<file path="src/rtl/bsg_manycore_host_word_gearbox.sv">
`default_nettype none
// ============================================================================
// Module   : bsg_manycore_host_word_gearbox
// Purpose  : Packs 32-bit host words into aligned manycore packets (TX) and
//            unpacks incoming packets into host words (RX).
// Revision : 1.0
// ============================================================================
module bsg_manycore_host_word_gearbox #(
    parameter int fifo_width_p = 128,
    parameter int host_width_p = 32
) (
    input  logic                    clk_i,
    input  logic                    reset_ni,

    input  logic [host_width_p-1:0] tx_data_i,
    input  logic                    tx_v_i,
    output logic                    tx_ready_o,
    input  logic                    tx_drop_i,
    output logic [fifo_width_p-1:0] pkt_o,
    output logic                    pkt_v_o,
    input  logic                    pkt_ready_i,
    output logic [$clog2(fifo_width_p/host_width_p+1)-1:0] tx_vacancy_o,

    input  logic [fifo_width_p-1:0] pkt_i,
    input  logic                    pkt_v_i,
    output logic                    pkt_ready_o,
    output logic [host_width_p-1:0] rx_data_o,
    output logic                    rx_v_o,
    input  logic                    rx_yumi_i,
    output logic [$clog2(fifo_width_p/host_width_p+1)-1:0] rx_occupancy_o
);

    localparam int c_RATIO = fifo_width_p / host_width_p;
    localparam int c_CNT_W = $clog2(c_RATIO + 1);
    localparam logic [c_CNT_W-1:0] c_RATIO_CNT = c_CNT_W'(c_RATIO);
    localparam logic [c_CNT_W-1:0] c_LAST_IDX  = c_CNT_W'(c_RATIO - 1);

    if (c_RATIO < 2 || (fifo_width_p % host_width_p) != 0) begin : g_bad_ratio
        $error("gearbox needs fifo_width_p to be a multiple (>=2) of host_width_p");
    end

    // ---------------- TX path ----------------
    logic [fifo_width_p-1:0] r_tx_pkt;
    logic [c_CNT_W-1:0]      r_tx_idx;
    logic                    r_tx_full;
    logic                    w_tx_accept;
    logic                    w_tx_drop;

    // Drop only applies while assembling and takes priority over a word.
    assign w_tx_drop   = tx_drop_i & ~r_tx_full;
    assign w_tx_accept = tx_v_i & ~r_tx_full & ~tx_drop_i;

    always_ff @(posedge clk_i or negedge reset_ni) begin
        if (!reset_ni) begin
            r_tx_idx  <= '0;
            r_tx_full <= 1'b0;
        end else begin
            if (w_tx_drop) begin
                r_tx_idx <= '0;
            end else if (w_tx_accept) begin
                if (r_tx_idx == c_LAST_IDX) begin
                    r_tx_idx  <= '0;
                    r_tx_full <= 1'b1;
                end else begin
                    r_tx_idx <= r_tx_idx + 1'b1;
                end
            end else if (r_tx_full && pkt_ready_i) begin
                r_tx_full <= 1'b0;
            end
        end
    end

    always_ff @(posedge clk_i) begin
        if (w_tx_accept) begin
            r_tx_pkt[r_tx_idx*host_width_p +: host_width_p] <= tx_data_i;
        end
    end

    assign tx_ready_o   = ~r_tx_full;
    assign pkt_v_o      = r_tx_full;
    assign pkt_o        = r_tx_pkt;
    assign tx_vacancy_o = r_tx_full ? '0 : (c_RATIO_CNT - r_tx_idx);

    // ---------------- RX path ----------------
    logic [fifo_width_p-1:0] r_rx_pkt;
    logic [c_CNT_W-1:0]      r_rx_idx;
    logic                    r_rx_full;
    logic                    w_rx_load;

    assign w_rx_load = pkt_v_i & ~r_rx_full;

    always_ff @(posedge clk_i or negedge reset_ni) begin
        if (!reset_ni) begin
            r_rx_idx  <= '0;
            r_rx_full <= 1'b0;
        end else begin
            if (w_rx_load) begin
                r_rx_idx  <= '0;
                r_rx_full <= 1'b1;
            end else if (r_rx_full && rx_yumi_i) begin
                if (r_rx_idx == c_LAST_IDX) begin
                    r_rx_idx  <= '0;
                    r_rx_full <= 1'b0;
                end else begin
                    r_rx_idx <= r_rx_idx + 1'b1;
                end
            end
        end
    end

    always_ff @(posedge clk_i) begin
        if (w_rx_load) begin
            r_rx_pkt <= pkt_i;
        end
    end

    assign pkt_ready_o    = ~r_rx_full;
    assign rx_v_o         = r_rx_full;
    assign rx_data_o      = r_rx_pkt[r_rx_idx*host_width_p +: host_width_p];
    assign rx_occupancy_o = r_rx_full ? (c_RATIO_CNT - r_rx_idx) : '0;

`ifndef SYNTHESIS
    always @(posedge clk_i) begin
        if (reset_ni) begin
            assert (!(rx_yumi_i && !r_rx_full))
                else $error("rx_yumi_i asserted without rx_v_o");
        end
    end
`endif

endmodule
`default_nettype wire

</file>
<file path="config.mk">
export PLATFORM = sky130hd
export DESIGN_NAME = bsg_manycore_host_word_gearbox
export DESIGN_NICKNAME = d
export VERILOG_FILES = /design/src/rtl/bsg_manycore_host_word_gearbox.sv
export SDC_FILE = /design/constraint.sdc
export NUM_CORES = 1
export LEC_CHECK = 0
export ABC_AREA = 1
export CORE_ASPECT_RATIO = 0.6
export CORE_MARGIN = 2
export CORE_UTILIZATION = 47
export CTS_BUF_LIST = sky130_fd_sc_hd__clkbuf_4 sky130_fd_sc_hd__clkbuf_8 sky130_fd_sc_hd__clkbuf_16
export DETAILED_ROUTE_END_ITERATION = 8
export PLACE_DENSITY = 0.91
export RECOVER_POWER = 25
export REMOVE_ABC_BUFFERS = 1
export SYNTH_ARGS = -nofsm -noshare
export SYNTH_HDL_FRONTEND = slang
export SYNTH_SLANG_ARGS = --single-unit
</file>
<file path="constraint.sdc">
create_clock -name clk_i -period 9.2 [get_ports clk_i]
set_input_delay 1.84 -clock clk_i [delete_from_list [all_inputs] [get_ports clk_i]]
set_output_delay 1.84 -clock clk_i [all_outputs]
set_load 0.01 [all_outputs]
</file>
# After elaboration in Yosys (flattened, before gate mapping)
# Cells that the tools add are included.
dict set report op_classes {
  reduce_logical 8
  n_mux 15
  n_eq_ne 3
  bitwise 8
  shift 3
  add_sub_neg 5
}
# op n
set ops {}
lappend ops {{$bwmux W128} 1}
lappend ops {{$shift A32 B34 Y128 const A} 1}
lappend ops {{$shiftx A128 B9 Y32} 1}
lappend ops {{$shiftx A32 B34 Y128} 1}
lappend ops {{$neg A8 Y34} 1}
lappend ops {{$mux W3} 8}
lappend ops {{$reduce_bool A2 Y1} 4}
lappend ops {{$add A3 B1 Y3 const B} 2}
lappend ops {{$eq A3 B2 Y1 const B} 2}
lappend ops {{$mux W1} 6}
lappend ops {{$sub A3 B3 Y3 const A} 2}
lappend ops {{$and A1 B1 Y1} 4}
lappend ops {{$not A1 Y1} 4}
lappend ops {{$reduce_and A3 Y1} 1}
lappend ops {{$logic_and A1 B1 Y1} 2}
lappend ops {{$ne A2 B1 Y1 const B} 1}
lappend ops {{$reduce_and A2 Y1} 1}
dict set report totals {
  input_bits 167
  word_cells 48
  reg_bits 264
  out_inout_bits 170
}

# Logic depth before layout (Yosys ltp)
# Gate-level depths: netlist of the first run.
dict set report logic_depth {
  word_depth 5
  ltp_mapped 9
  depth_no_buf 7
}

# Worst setup path before layout of the first run
# No wires, ideal clock.
dict set report synth_timing {
  path_type {input to register}
  start {input pkt_v_i}
  end {register r_rx_pkt[0] (enable)}
  cell_stages 2
  slack_ns 1.294
  required_ns 8.579
  setup_time_ns 0.621
  arrival_ns 7.285
  path_cell_list {inv_1 > nor2_1}
}
dict set report synth_between {
  elab_chain_len 1
}
# item line_no
set synth_rtl {}
lappend synth_rtl {{start: declaration} 25} ;# input logic pkt_v_i,
lappend synth_rtl {{$and A1 B1 Y1} 90} ;# assign w_rx_load = pkt_v_i & ~r_rx_full;
lappend synth_rtl {{via w_rx_load} 88} ;# logic w_rx_load;
lappend synth_rtl {{end signal: assignment} 113} ;# r_rx_pkt <= pkt_i;
lappend synth_rtl {{end: declaration} 85} ;# logic [fifo_width_p-1:0] r_rx_pkt;
# The timed path passes the listed nets, and every way through them passes these cells.
# A chain may end at the register's enable or synchronous reset.

# Final worst setup path of the first run
dict set report layout_timing {
  start {register r_tx_idx[0]}
  end {output tx_vacancy_o[2]}
}
dict set report layout_between {
  elab_chain_len 2
}
# item line_no
set layout_rtl {}
lappend layout_rtl {{start: declaration} 44} ;# logic [c_CNT_W-1:0] r_tx_idx;
lappend layout_rtl {{start signal: assignment} 65} ;# r_tx_idx <= r_tx_idx + 1'b1;
lappend layout_rtl {{$sub A3 B3 Y3} 82} ;# assign tx_vacancy_o = r_tx_full ? '0 : (c_RATIO_CNT - r_tx_idx);
lappend layout_rtl {{$mux W3} 82}
lappend layout_rtl {{end: declaration} 22} ;# output logic [$clog2(fifo_width_p/host_width_p+1)-1:0] tx_vacancy_o,
# Every way passes these cells.

==> results of run 1 <==
==> registers in the layout (all words and copies together) (netlist names) <==
register / flops
pkt_v_o: 1
r_rx_idx: 3
pkt_o: 128
rx_v_o: 1
r_tx_idx: 3
r_rx_pkt: 128
==> path summary, 6_finish.rpt <==
check                                   startpoint                       to  slack, ns  depth (start not counted)
min in group asynchronous                 reset_ni      pkt_v_o$_DFFE_PN0P_       1.69                          1
max reg2reg                r_tx_idx[0]$_DFFE_PN0P_      pkt_o[93]$_DFFE_PP_       3.75                          8
min reg2reg                r_tx_idx[2]$_DFFE_PN0P_  r_tx_idx[2]$_DFFE_PN0P_       0.52                          2
max in group asynchronous                 reset_ni  r_rx_idx[0]$_DFFE_PN0P_       7.19                          1
min                        r_tx_idx[2]$_DFFE_PN0P_  r_tx_idx[2]$_DFFE_PN0P_       0.52                          2
max                        r_tx_idx[0]$_DFFE_PN0P_          tx_vacancy_o[2]       3.09                          6
==> cells by family after synthesis <==
family	after synthesis	share of synthesized area, %
simple gates	392	16.49
flops	264	72.29
buf+inv	224	8.416
compound gates	41	1.892
fa+ha+maj	8	0.9174
==> per-layer routing <==
layer	vias up	track usage (%)
met5	-	0
met4	0	6.806
met3	55	4.548
met2	373	38.67
met1	3816	30.98
li1	3692	-
==> area by class of cell <==
type / instances / area, um2
Antenna cell: 2 / 5.005
Multi-Input combinational cell: 441 / 2138
Clock inverter: 15 / 239.0
Inverter: 177 / 664.4
Timing Repair Buffer: 346 / 3431
Tap cell: 315 / 394.1
Clock buffer: 30 / 663.1
Fill cell: 1633 / 7496
Sequential cell: 264 / 7889
==> where the power goes <==
part / leakage, uW / switching, uW / internal (uW) / total [uW]
sequential: 0.00244 / 21.1 / 1410 / 1430
clock: 0.000442 / 443 / 686 / 1130
combinational: 0.00309 / 546 / 399 / 945
==> cells in the mapped netlist <==
library cell	number	area share, %
sky130_fd_sc_hd__edfxtp_1	256	70
sky130_fd_sc_hd__nand2_1	179	6.2
sky130_fd_sc_hd__inv_1	173	6.0
sky130_fd_sc_hd__nor2_1	77	2.6
sky130_fd_sc_hd__nand3_1	70	3.2
sky130_fd_sc_hd__a21oi_1	36	1.7
sky130_fd_sc_hd__nor3_1	33	1.5
sky130_fd_sc_hd__nor3_2	30	2.8
sky130_fd_sc_hd__buf_2	26	1.2
sky130_fd_sc_hd__clkbuf_1	14	0.48
sky130_fd_sc_hd__dfrtp_1	8	1.8
sky130_fd_sc_hd__ha_1	8	0.92
sky130_fd_sc_hd__buf_6	6	0.62
sky130_fd_sc_hd__inv_2	4	0.14
sky130_fd_sc_hd__o21ai_0	4	0.18
sky130_fd_sc_hd__nand2_2	2	0.11
sky130_fd_sc_hd__buf_1	1	0.034
sky130_fd_sc_hd__nand3_2	1	0.092
sky130_fd_sc_hd__o22ai_1	1	0.057
==> critical path, stage by stage, from the launching register on <==
cell and delay (ns):
sky130_fd_sc_hd__dfrtp_1 0.32, sky130_fd_sc_hd__clkbuf_1 1.46, sky130_fd_sc_hd__inv_1 0.51, sky130_fd_sc_hd__ha_1 0.39, sky130_fd_sc_hd__ha_1 0.38, sky130_fd_sc_hd__nor2_1 0.15, sky130_fd_sc_hd__clkdlybuf4s50_1 0.54
==> per-stage QoR <==
step	power (uW)	util, %	cell area [um2]	hold WS, ns
after floorplan	1929	-	10660	0.4854
final	3503	67.29	15420	0.5161
after global routing	3654	67.28	15420	0.5426
after CTS	3529	67.32	15430	0.5175
after global placement	2368	63.38	14530	0.4986
after detailed placement	2403	63.38	14530	0.5117
==> results.md, run 1 <==
- The flow ran to the end, but the final reports show violations.
- The checks that failed: max-capacitance violations, max-slew violations.
- Setup repair after global routing left no endpoint under its margin.
- The final layout contains routed wiring with a total length of 29.12 mm.
- Leaving out fill and tap cells, the most frequent cells in the layout are sky130_fd_sc_hd__edfxtp_1 (256), sky130_fd_sc_hd__clkdlybuf4s50_1 (204), sky130_fd_sc_hd__nand2_1 (180).
- The power per unit of standard cell area is 227.1 nW/um2.
- The synthesized design contains 264 register bits.
- The maximum buffer depth of the clock tree is 3.
- The share of post-route cells with drive strength above 1 is 7.227%.
- The number of standard cells in the final layout excluding fillers is 1590.
- The count of final max-slew check failures is 39.
- Across the run, the number of max-cap violations was 1.
- The warning count from the yosys run is 0.
- The die is 122.0 um tall.
- The leakage power is 0.005980 uW.
- The post-placement worst setup slack is 4.501 ns.
- Row generation in the floorplan step produced 43 rows.
- The final count of hold timing violations is 0.
- The slack of the critical path is 3.092 ns.
- Sequential elements use 72.29% of the synthesized area.
- The number of hold buffers added after CTS was 0.
- The relative slew slack is -37.73%.
- The buffer count from post-CTS setup fixing is 0.
- Routability-driven placement finished with a final weighted congestion of 0.8296.
- The placeable core area is 22920 um2.
- STA classifies the critical path startpoint as a flip-flop.
- After layout, the minimum clock period comes to 6.108 ns.
- The placed wire-length estimate after detailed placement is 19.50 mm.
- The mean routed wirelength per cell is 18.31 um.
- The number of standard cells after synthesis is 929.
- The final count of negative-setup-slack endpoints is 0.
- The count of cell types in the netlist is 19.
- Based on the critical path, the design can be clocked at up to 163.7 MHz.
- Clock-pin slew was measured on the worst setup and hold paths at 0.06 ns.
- Entering global routing, the biggest net connects 69 pins.
- Global routing finished with a remaining overflow of 0.
- The count of routing violations after the opening detailed-route iteration is 523.
- The top layer used by detailed routing is met4.
- In this run the worst path has a maximum fanout of 38.
- Across the routed clock network, the largest skew measured is 0.01538 ns.
- In this run the number of H-tree levels came out at 1.
- At the pin with the least slew margin, the transition time is 2.066 ns.
- The clock latency reported for the late side of the worst-skew pair is 0.51 ns.
- The number of optimization iterations in the first detailed-route pass is 5.
- The data arrival at the endpoint of the critical path is 4.27 ns.
- Compared with the post-synthesis result, the final layout area differs by 41.35%.
- Once the clock tree was built, the resizer swapped 0 gates to a different size.
- Across the VDD grid, the largest voltage drop is 0.2076 mV.
- The net count of the finished layout is 1430.
- In this run, CTS created clock tree buffers numbering 25.
- The number of clock sinks seen by CTS is 264.
- Global routing consumed, over all layers together, 23.08% of the routing resources.
- STA classifies the critical path endpoint as a primary output.
- The count of port buffers added during placement is 336.
- The summed negative setup slack over all endpoints is 0 ns.
- CTS placed an instance of sky130_fd_sc_hd__clkbuf_16 at the clock tree root.
- After detailed placement, the design holds a cell count of 1543.
- The initial antenna violation count is 1.
- The TritonCTS clock tree is yes.
- The type of the worst min-delay path is reg -> reg.
- For the worst setup path, the data required time is 7.36 ns.
- For this block, the via count after detailed routing is 7936.
- The average size of a mapped cell is 11.75 um2.
- The wire length on met1 is 11.95 mm.
- For this run, design rule violations remaining after detail routing come to 0.
- The initial core utilization is 47.61%.
- The leading cell type in the layout, fill and taps excluded is sky130_fd_sc_hd__edfxtp_1.
- After layout, the worst path uses 66.39% of the clock period.
- Wire segments on met2 add up to 14.09 mm in the final route.
- The setup path with the least slack is of type reg -> out.
- Summed over all nets, wire length on met3 after detailed routing comes to 2.226 mm.
- The number of top-level pins is 337.
- Using the TritonRoute via totals, the vias-per-cell ratio works out to 4.991.
- The die span in x is 200.7 um.
- The via count of the first global-routing pass is 7755.
- Once detail routing completed, the nets flagged for antenna violations numbered 0.
- The cell area that synthesis handed to floorplanning was 10910 um2.
- The full die area is 24490 um2.
- The wire length of the first global-routing pass is 43.70 mm.
No activity file was read; power rests on OpenSTA's default activity.
==> inputs of run 2 (changes only) <==
CORE_UTILIZATION = 42   (was 47)
PLACE_DENSITY = 0.87   (was 0.91)
clock period = 4.9 ns   (was 9.2 ns; I/O delays follow)
==> results.md, run 2 (synthesis results as in run 1) <==
- After layout, the worst path uses 82.82% of the clock period.
- The net count reported at finish was 1434 (+0.28%).
- The die span in x was 212.1 um (+5.7%).
- The via density per instance came to 4.873 (-2.4%).
- The count of port buffers added during placement is 336 (unchanged).
- The launch point of the worst hold path is r_tx_idx[2]$_DFFE_PN0P_.
- The clock transition at the register clock pins on the worst setup and hold paths after CTS came to 0.07 ns (about the same).
- The routability congestion estimate from global placement came to 0.8164 (-1.6%).
- The total number of placement rows was 45 (+4.7%).
- The checks that failed: max-capacitance violations, max-slew violations.
- The number of standard cells in the final layout excluding fillers is 1636 (+2.9%).
- The wire length after detailed routing is 29.49 mm (+1.3%).
- The highest ir drop seen on vdd is 0.3239 mV (+56%).
- Leaving out fill and tap cells, the most frequent cell in the layout is sky130_fd_sc_hd__edfxtp_1.
- The worst clock skew on the final layout was 0.01724 ns (+0.001861 ns).
- The remaining number of nets flagged by the antenna check after routing is 0 (unchanged).
- The clock latency reported for the late side of the worst-skew pair came to 0.53 ns (+0.02 ns).
- The overall power after layout was 6342 uW (+81%).
- The count of unresolved DRC violations after routing was 0 (unchanged).
- The worst endpoint required time is 5.10 ns (-2.26 ns).
- The count of routing violations after the opening detailed-route iteration is 587 (+12%).
- The count of maximum capacitance violations is 1 (unchanged).
- The actual slew at the worst max-slew pin is 2.846 ns (+0.7796 ns).
- The flow ran to the end, but the final reports show violations.
- The number of clock sinks seen by CTS is 264 (unchanged).
- The leakage power is 0.005961 uW (-0.31%).
- The full die area is 27330 um2 (+12%).
- The TritonCTS clock tree is yes.
- The share of post-route cells with drive strength above 1 is 7.596% (+0.37 points).
- The startpoint of the worst-slack reg-to-reg timing path is rx_v_o$_DFFE_PN0P_.
- The wire length of the first global-routing pass is 44.06 mm (+0.82%).
- The critical path goes through dlygate4sd3_1 -> inv_1 -> nor2_1 -> buf_4.
- The number of optimization iterations in the first detailed-route pass came to 5 (unchanged).
- The power per unit of standard cell area was 411.7 nW/um2 (+81%).
- The hold path endpoint is r_tx_idx[2]$_DFFE_PN0P_.
- The final count of hold timing violations is 0 (unchanged).
- The area growth from synthesis to layout is 41.19%.
- The pin count of the biggest net entering global routing is 68 (-1.4%).
- The initial core utilization is 42.97% (-4.6 points).
- The buffer count from post-CTS setup fixing is 0 (unchanged).
- The highest clock frequency the design can meet is 246.4 MHz.
- The final-layout worst hold slack came to 0.5362 ns (+0.02008 ns).
- The count of final max-slew check failures is 33 (-15%).
- The placed wire-length estimate after detailed placement was 20.54 mm (+5.3%).
- The delay of the slowest critical-path stage is 2.08 ns (+0.62 ns).
- The worst-case reg-to-reg path depth was 2 (-6).
- The cell count of the worst hold path is 2 (unchanged).
- The type of the worst min-delay path is reg -> reg.
- The die height is 128.9 um (+5.6%).
- The worst setup path is of the in -> reg kind.
- Leaving out fill and tap cells, the most frequent cells in the layout are sky130_fd_sc_hd__edfxtp_1 (256), sky130_fd_sc_hd__clkdlybuf4s50_1 (205), sky130_fd_sc_hd__nand2_1 (179).
- The data arrival at the endpoint of the critical path is 4.25 ns (-0.02 ns).
- The worst path needs 4.058 ns of the cycle, external delays included.
- The maximum buffer depth of the clock tree is 3 (unchanged).
- The total CTS buffers came to 25 (unchanged).
- The H-tree level count came to 1 (unchanged).
- The post-placement cell count is 1584 (+2.7%).
- The post-route standard cell area excluding fillers is 15410 um2 (-0.11%).
- The final global-route overflow total was 0 (unchanged).
- The final count of negative-setup-slack endpoints is 0 (unchanged).
- The initial antenna violation count is 8 (+7).
- The mean routed wirelength per cell was 18.02 um (-1.6%).
- The master of the slowest instance on the critical path is sky130_fd_sc_hd__nor2_1.
- The worst setup path is launched from a primary input.
- Setup repair after global routing left no endpoint under its margin.
- In this run the critical register-to-register path is captured at r_rx_pkt[71]$_DFFE_PN_.
- The quantity of hold-fixing buffers added after cts is 0 (unchanged).
- The number of instances resized during post-cts repair is 0 (unchanged).
- The root buffer cell chosen for the clock tree is sky130_fd_sc_hd__clkbuf_16.
- The worst setup slack for register-to-register paths is 1.36 ns (-2.39 ns).
- The peak fanout along the critical path is 33 (-13%).
- The total global-route track usage came to 21.24% (-1.8 points).
- The number of top-level pins is 337 (unchanged).
- The total vias in the final route is 7973 (+0.47%).
- The summed negative setup slack over all endpoints is 0 ns (unchanged).
- The cell area reported after detailed placement was 14620 um2 (+0.61%).
- The placeable core area is 25390 um2 (+11%).
- The relative slew slack is -90.40% (-53 points).
- The endpoint kind of the worst setup timing path is a flip-flop.
- The via count of the first global-routing pass was 7759 (+0.052%).
[run 2: cell count changes in the layout (fill, tap and decap cells not counted), sizes merged]
cell / delta
clkbuf: -7
diode: +5
dlygate4sd3: -1
buf: +6
bufinv: -4
clkdlybuf4s50: +1
clkinv: +9
[run 2: area by class of cell]
type,count,area (um2)
sequential,264,7889
inverter,177,664.4
antenna,7,17.52
fill,1964,9987
clock buffer,25,625.6
clock inverter,20,155.1
multi-input combinational,441,2133
tap,352,440.4
timing repair buffer,350,3481
[run 2: power breakdown]
| group | switching (uW) | leakage (uW) | internal (uW) | total (uW) |
|---|---|---|---|---|
| registers | 39.2 | 0.00244 | 2640 | 2680 |
| clock network | 838 | 0.000392 | 1040 | 1880 |
| logic | 1020 | 0.00312 | 759 | 1780 |
| total | 1900 | 0.00596 | 4440 | 6340 |
[run 2: metal layers]
layer	global-route usage [%]	routed length [um]	vias up
met5	0	0	-
met2	34.16	14040	342
li1	-	-	3713
met3	4.271	2092	70
met4	8.824	1111	0
met1	28.49	12240	3848
[run 2: critical path, delay by kind of cell]
family,cells,cell delay (ns)
simple gates,1,2.08
buf+inv,3,1.17
[run 2: stage by stage]
step           worst slack (ns)  util [%]
3_5_place_dp              1.626     57.56
2_1_floorplan            -2.146         -
6_report                 0.8420     60.67
4_1_cts                   1.091     60.63
3_3_place_gp              1.703     57.56
5_1_grt                  0.5751     60.67
[run 2: how the worst max path moves through the flow]
stage,start,endpoint,slack (ns)
6_report,pkt_v_i,r_rx_pkt[71]$_DFFE_PN_,0.84
5_1_grt,pkt_v_i,r_rx_pkt[58]$_DFFE_PN_,0.58
4_1_cts,r_tx_idx[0]$_DFFE_PN0P_,tx_vacancy_o[2],1.09
3_5_place_dp,r_tx_idx[0]$_DFFE_PN0P_,pkt_o[93]$_DFFE_PP_,1.63
3_3_place_gp,r_rx_idx[1]$_DFFE_PN0P_,rx_data_o[10],1.70
2_1_floorplan,pkt_v_i,r_rx_pkt[0]$_DFFE_PN_,-2.15
==> inputs of run 3 (changes only) <==
clock period = 3.5 ns   (was 4.9 ns; I/O delays follow)
==> results.md, run 3 (synthesis results as in run 1) <==
- The initial antenna violation count is 8 (unchanged).
- Broken down by cell family, the worst path's largest delay share belongs to simple AND/OR/NAND/NOR gates.
- The highest ir drop seen on vdd is 0.3924 mV (+21%).
- The peak fanout along the critical path is 21 (-36%).
- The maximum buffer depth of the clock tree is 3 (unchanged).
- The type of element launching the critical path is a primary input.
- The worst clock skew on the final layout is 0.01182 ns (-0.005417 ns).
- The die height is 128.9 um (unchanged).
- The leakage power is 0.006082 uW (+2.0%).
- The number of standard cells in the final layout excluding fillers is 1642 (+0.37%).
- The library cell used most frequently in the layout, excluding fill and tap cells, is sky130_fd_sc_hd__edfxtp_1.
- The pin count of the biggest net entering global routing is 66 (-2.9%).
- The full die area is 27330 um2 (unchanged).
- The relative slew slack is -60.78% (+30 points).
- The total number of placement rows is 45 (unchanged).
- The via density per instance is 4.883 (+0.20%).
- The clock period minus worst slack is 3.293 ns.
- The delay of the slowest critical-path stage is 1.76 ns (-0.32 ns).
- The clock latency reported for the late side of the worst-skew pair is 0.53 ns (about the same).
- The count of final max-slew check failures is 57 (+73%).
- Setup repair after global routing left no endpoint under its margin.
- The total vias in the final route is 8018 (+0.56%).
- The placed wire-length estimate after detailed placement is 20.97 mm (+2.1%).
- The final count of hold timing violations is 0 (unchanged).
- The actual slew at the worst max-slew pin is 2.403 ns (-0.4427 ns).
- The flow ran to the end, but the final reports show violations.
- The count of maximum capacitance violations is 2 (+1).
- The min-delay analysis places its worst path in the category in -> async.
- The placeable core area is 25390 um2 (unchanged).
- The number of optimization iterations in the first detailed-route pass is 5 (unchanged).
- The number of clock sinks seen by CTS came to 264 (unchanged).
- The post-placement cell count came to 1589 (+0.32%).
- Among all stages on the critical path, the largest delay is contributed by sky130_fd_sc_hd__nor2_1.
- The total CTS buffers was 25 (unchanged).
- The area growth from synthesis to layout is 43.66%.
- The wire length of the first global-routing pass is 45.22 mm (+2.6%).
- The via count of the first global-routing pass is 8160 (+5.2%).
- The data arrival at the endpoint of the critical path came to 3.52 ns (-0.73 ns).
- The count of routing violations after the opening detailed-route iteration is 601 (+2.4%).
- The routability congestion estimate from global placement is 0.8222 (+0.71%).
- The endpoint kind of the worst setup timing path is a flip-flop.
- Clock tree synthesis selected as its root buffer the cell sky130_fd_sc_hd__clkbuf_16.
- The power per unit of standard cell area is 607.7 nW/um2 (+48%).
- The total global-route track usage is 21.85% (+0.60 points).
- The worst endpoint required time is 3.73 ns (-1.37 ns).
- The buffering stage count on the worst path with inverters included is 3 (unchanged).
- The clock transition at the register clock pins on the worst setup and hold paths after CTS was 0.06 ns (about the same).
- The number of top-level pins is 337 (unchanged).
- The initial core utilization is 42.97% (unchanged).
- The fill cell instance count of the final layout is 1945 (-0.97%).
- The mean routed wirelength per cell is 18.45 um (+2.4%).
- For this run, the top clock speed supported by timing is 303.7 MHz.
- The final-layout worst hold slack came to 0.5279 ns (-0.008238 ns).
- The count of port buffers added during placement is 336 (unchanged).
- The TritonCTS clock tree is yes.
- The signal on the critical path passes through dlygate4sd3_1 -> inv_1 -> nor2_1 -> buf_4.
- The final count of negative-setup-slack endpoints is 0 (unchanged).
- The wire length after detailed routing is 30.30 mm (+2.8%).
- The critical path is of the in -> reg type.
- The net count reported at finish is 1439 (+0.35%).
- The H-tree level count came to 1 (unchanged).
- The overall power after layout is 9526 uW (+50%).
- The checks that failed: max-capacitance violations, max-slew violations.
- The count of unresolved DRC violations after routing came to 0 (unchanged).
- The die span in x is 212.1 um (unchanged).
- The worst path uses 94.09% of the clock period.
- The share of post-route cells with drive strength above 1 came to 7.878% (+0.28 points).
- The quantity of hold-fixing buffers added after cts is 0 (unchanged).
- The final global-route overflow total came to 0 (unchanged).
- In the layout the commonest cells are sky130_fd_sc_hd__edfxtp_1 (256), sky130_fd_sc_hd__clkdlybuf4s50_1 (206), sky130_fd_sc_hd__nand2_1 (179).
- The remaining number of nets flagged by the antenna check after routing is 0 (unchanged).
## run 3: changes by cell type in the layout (fill, tap and decap cells not counted), sizes merged
cell / previous run / this run
bufinv: 2 / 10
clkinvlp: 2 / 0
dlygate4sd3: 131 / 130
clkbuf: 25 / 28
clkdlybuf4s50: 205 / 206
clkinv: 16 / 8
diode: 7 / 8
buf: 14 / 18
## run 3: final timing paths
kind,start,end,slack (ns),depth (start not counted)
worst max-delay path,pkt_v_i,r_rx_pkt[114]$_DFFE_PN_,0.21,4
worst min-delay path,reset_ni,pkt_v_o$_DFFE_PN0P_,0.53,1
worst max register to register,r_tx_idx[0]$_DFFE_PN0P_,pkt_o[119]$_DFFE_PP_,0.29,5
worst min register to register,r_tx_idx[2]$_DFFE_PN0P_,r_tx_idx[2]$_DFFE_PN0P_,0.54,2
max in group asynchronous,reset_ni,r_rx_idx[0]$_DFFE_PN0P_,2.67,1
min in group clk_i,r_tx_idx[2]$_DFFE_PN0P_,r_tx_idx[2]$_DFFE_PN0P_,0.54,2
## run 3: per-stage QoR
| stage | worst slack, ns | setup TNS [ns] | util [%] | cell area, um2 |
|---|---|---|---|---|
| after floorplan | -3.266 | -457.83 | - | 10660 |
| after global placement | 0.7650 | 0 | 57.85 | 14690 |
| after detailed placement | 0.6904 | 0 | 57.85 | 14690 |
| after CTS | 0.1485 | 0 | 61.71 | 15670 |
| after global routing | 0.06080 | 0 | 61.72 | 15670 |
| final | 0.2067 | 0 | 61.73 | 15680 |
## run 3: power by group
| part | internal, uW | total [uW] | switching, uW |
|---|---|---|---|
| Combinational | 1080 | 2500 | 1420 |
| Clock | 2060 | 3240 | 1180 |
| Sequential | 3700 | 3790 | 87.8 |
| Total | 6840 | 9530 | 2690 |
## run 3: cell type report
| type | instances | area [um2] | share of cell area, % |
|---|---|---|---|
| Antenna cell | 8 | 20.02 | 0.1277 |
| Clock buffer | 27 | 640.6 | 4.087 |
| Clock inverter | 18 | 340.3 | 2.171 |
| Inverter | 177 | 664.4 | 4.238 |
| Multi-Input combinational cell | 441 | 2126 | 13.56 |
| Sequential cell | 264 | 7889 | 50.32 |
| Tap cell | 352 | 440.4 | 2.809 |
| Timing Repair Buffer | 355 | 3556 | 22.68 |
## run 3: timing repair
action                     CTS  global route
setup endpoints to repair    0             3
resized for setup            0             1
buffers inserted             0             0
## run 3: per-layer routing
layer	up-vias	wire (um)	GRT usage [%]
li1	3714	-	-
met1	3899	12370	28.33
met2	339	14960	36.84
met3	66	2075	4.223
met4	0	891	8.244
met5	-	0	0
==> variant: new RTL, settings of run 3 <==
Set the parameter `host_width_p` to 64 (it was 32).
--- a/src/rtl/bsg_manycore_host_word_gearbox.sv
+++ b/src/rtl/bsg_manycore_host_word_gearbox.sv
@@ -7,7 +7,7 @@
 // ============================================================================
 module bsg_manycore_host_word_gearbox #(
     parameter int fifo_width_p = 128,
-    parameter int host_width_p = 32
+    parameter int host_width_p = 64
 ) (
     input  logic                    clk_i,
     input  logic                    reset_ni,
Interface: changed (resized rx_data_o, rx_occupancy_o, tx_data_i and tx_vacancy_o); port bits go from 337 to 399. The function was not compared with the original's and may differ.
==> variant against run 3 <==
- sequential cell count down 2
- area after synthesis decreased by 9.5%
- utilization rose by 3.2 points
- critical endpoint is now rx_data_o[56]
- power shrank 6.3%
- clock skew fell by 3.0 ps
- worst setup slack better by 83 ps
- count of clock-buffer cells in the layout up 5
- routed wire length shrank 13%
- critical path type is now reg -> out
- sequential power grew 5.8%
- largest cell class unchanged
- design area is 4.3% lower
- largest power group unchanged
==> variant: results (changes against run 3) <==
* Worst slack, placed at 797 ps (+107 ps)
* Mapped Avg Cell Area at 13.4 um2 (+14%)
* Fraction of area in registers at 52.3% (+2.0 points)
* Design Area, Final at 15000 um2 (-4.3%)
* Leak at 0.00569 uW (-6.5%)
* Inverters at 78 (-56%)
* Delay-heaviest family, CP: buffers and inverters
* R2r setup slk at 1480 ps (+1190 ps)
* Synth cell types at 17 (-2)
* DP Wirelength at 18.7 mm (-11%)
* Non-clock buffer share at 27.5% (+4.8 points)
* Post-Syn Area at 9870 um2 (-9.5%)
* Routing usage on met3 at 5.23% (+1.0 points)
* GR Layer Usage met1 at 26.0% (-2.4 points)
* Cts bufs inserted at 24 (-4.0%)
* DR top layer: met5
* Multi-input logic cell count at 362 (-18%)
* Worst reg2reg path depth at 6 (+1)
* Via-per-instance ratio at 4.76 (-2.5%)
* Pwr Total at 8930 uW (-6.3%)
* Fill cells at 1632 (-16%)
* Largest net degree at the start of global routing at 65 (-1.5%)
* Critical path fanouts, max at 47 (+120%)
* Placed Area at 14200 um2 (-3.3%)
* Detailed Route WL at 26.4 mm (-13%)
* Worst VDD drop at 611 uV (+56%)
* Worst hold slack at 498 ps (-30.4 ps)
* Sequential cell count at 262 (-0.76%)
* P_sw at 2430 uW (-9.8%)
* Post-synth top cells: edfxtp_1, nor2_1, inv_1
* Status: completed
* Global-route wire length before repair at 38.5 mm (-15%)
* ClkCell Share at 5.12% (-1.1 points)
variant: cell count changes after synthesis, moves of 8 or more:
cell     before  now
nor3_1       33    0
a21oi_1      36    0
nor2_2        0    8
nand2_1     179   17
nor2_1       77  255
buf_2        26   10
inv_1       173   76
nor3_2       30    0
o21ai_0       4   65
nand3_1      70    8
variant: kinds of logic after synthesis:
family | count (synthesis) | share of synthesized area (%)
buf+inv | 111 | 5.01
fa+ha+maj | 7 | 0.887
compound gates | 65 | 3.30
simple gates | 290 | 11.4
flops | 262 | 79.4
variant: how the worst min path moves through the flow:
stage                         endpoint  depth (start not counted)
2_1_floorplan      pkt_v_o$_DFFE_PN0P_                          0
6_report           pkt_v_o$_DFFE_PN0P_                          1
4_1_cts            pkt_v_o$_DFFE_PN0P_                          1
3_3_place_gp   r_tx_idx[1]$_DFFE_PN0P_                          2
3_5_place_dp   r_tx_idx[1]$_DFFE_PN0P_                          2
5_1_grt            pkt_v_o$_DFFE_PN0P_                          1
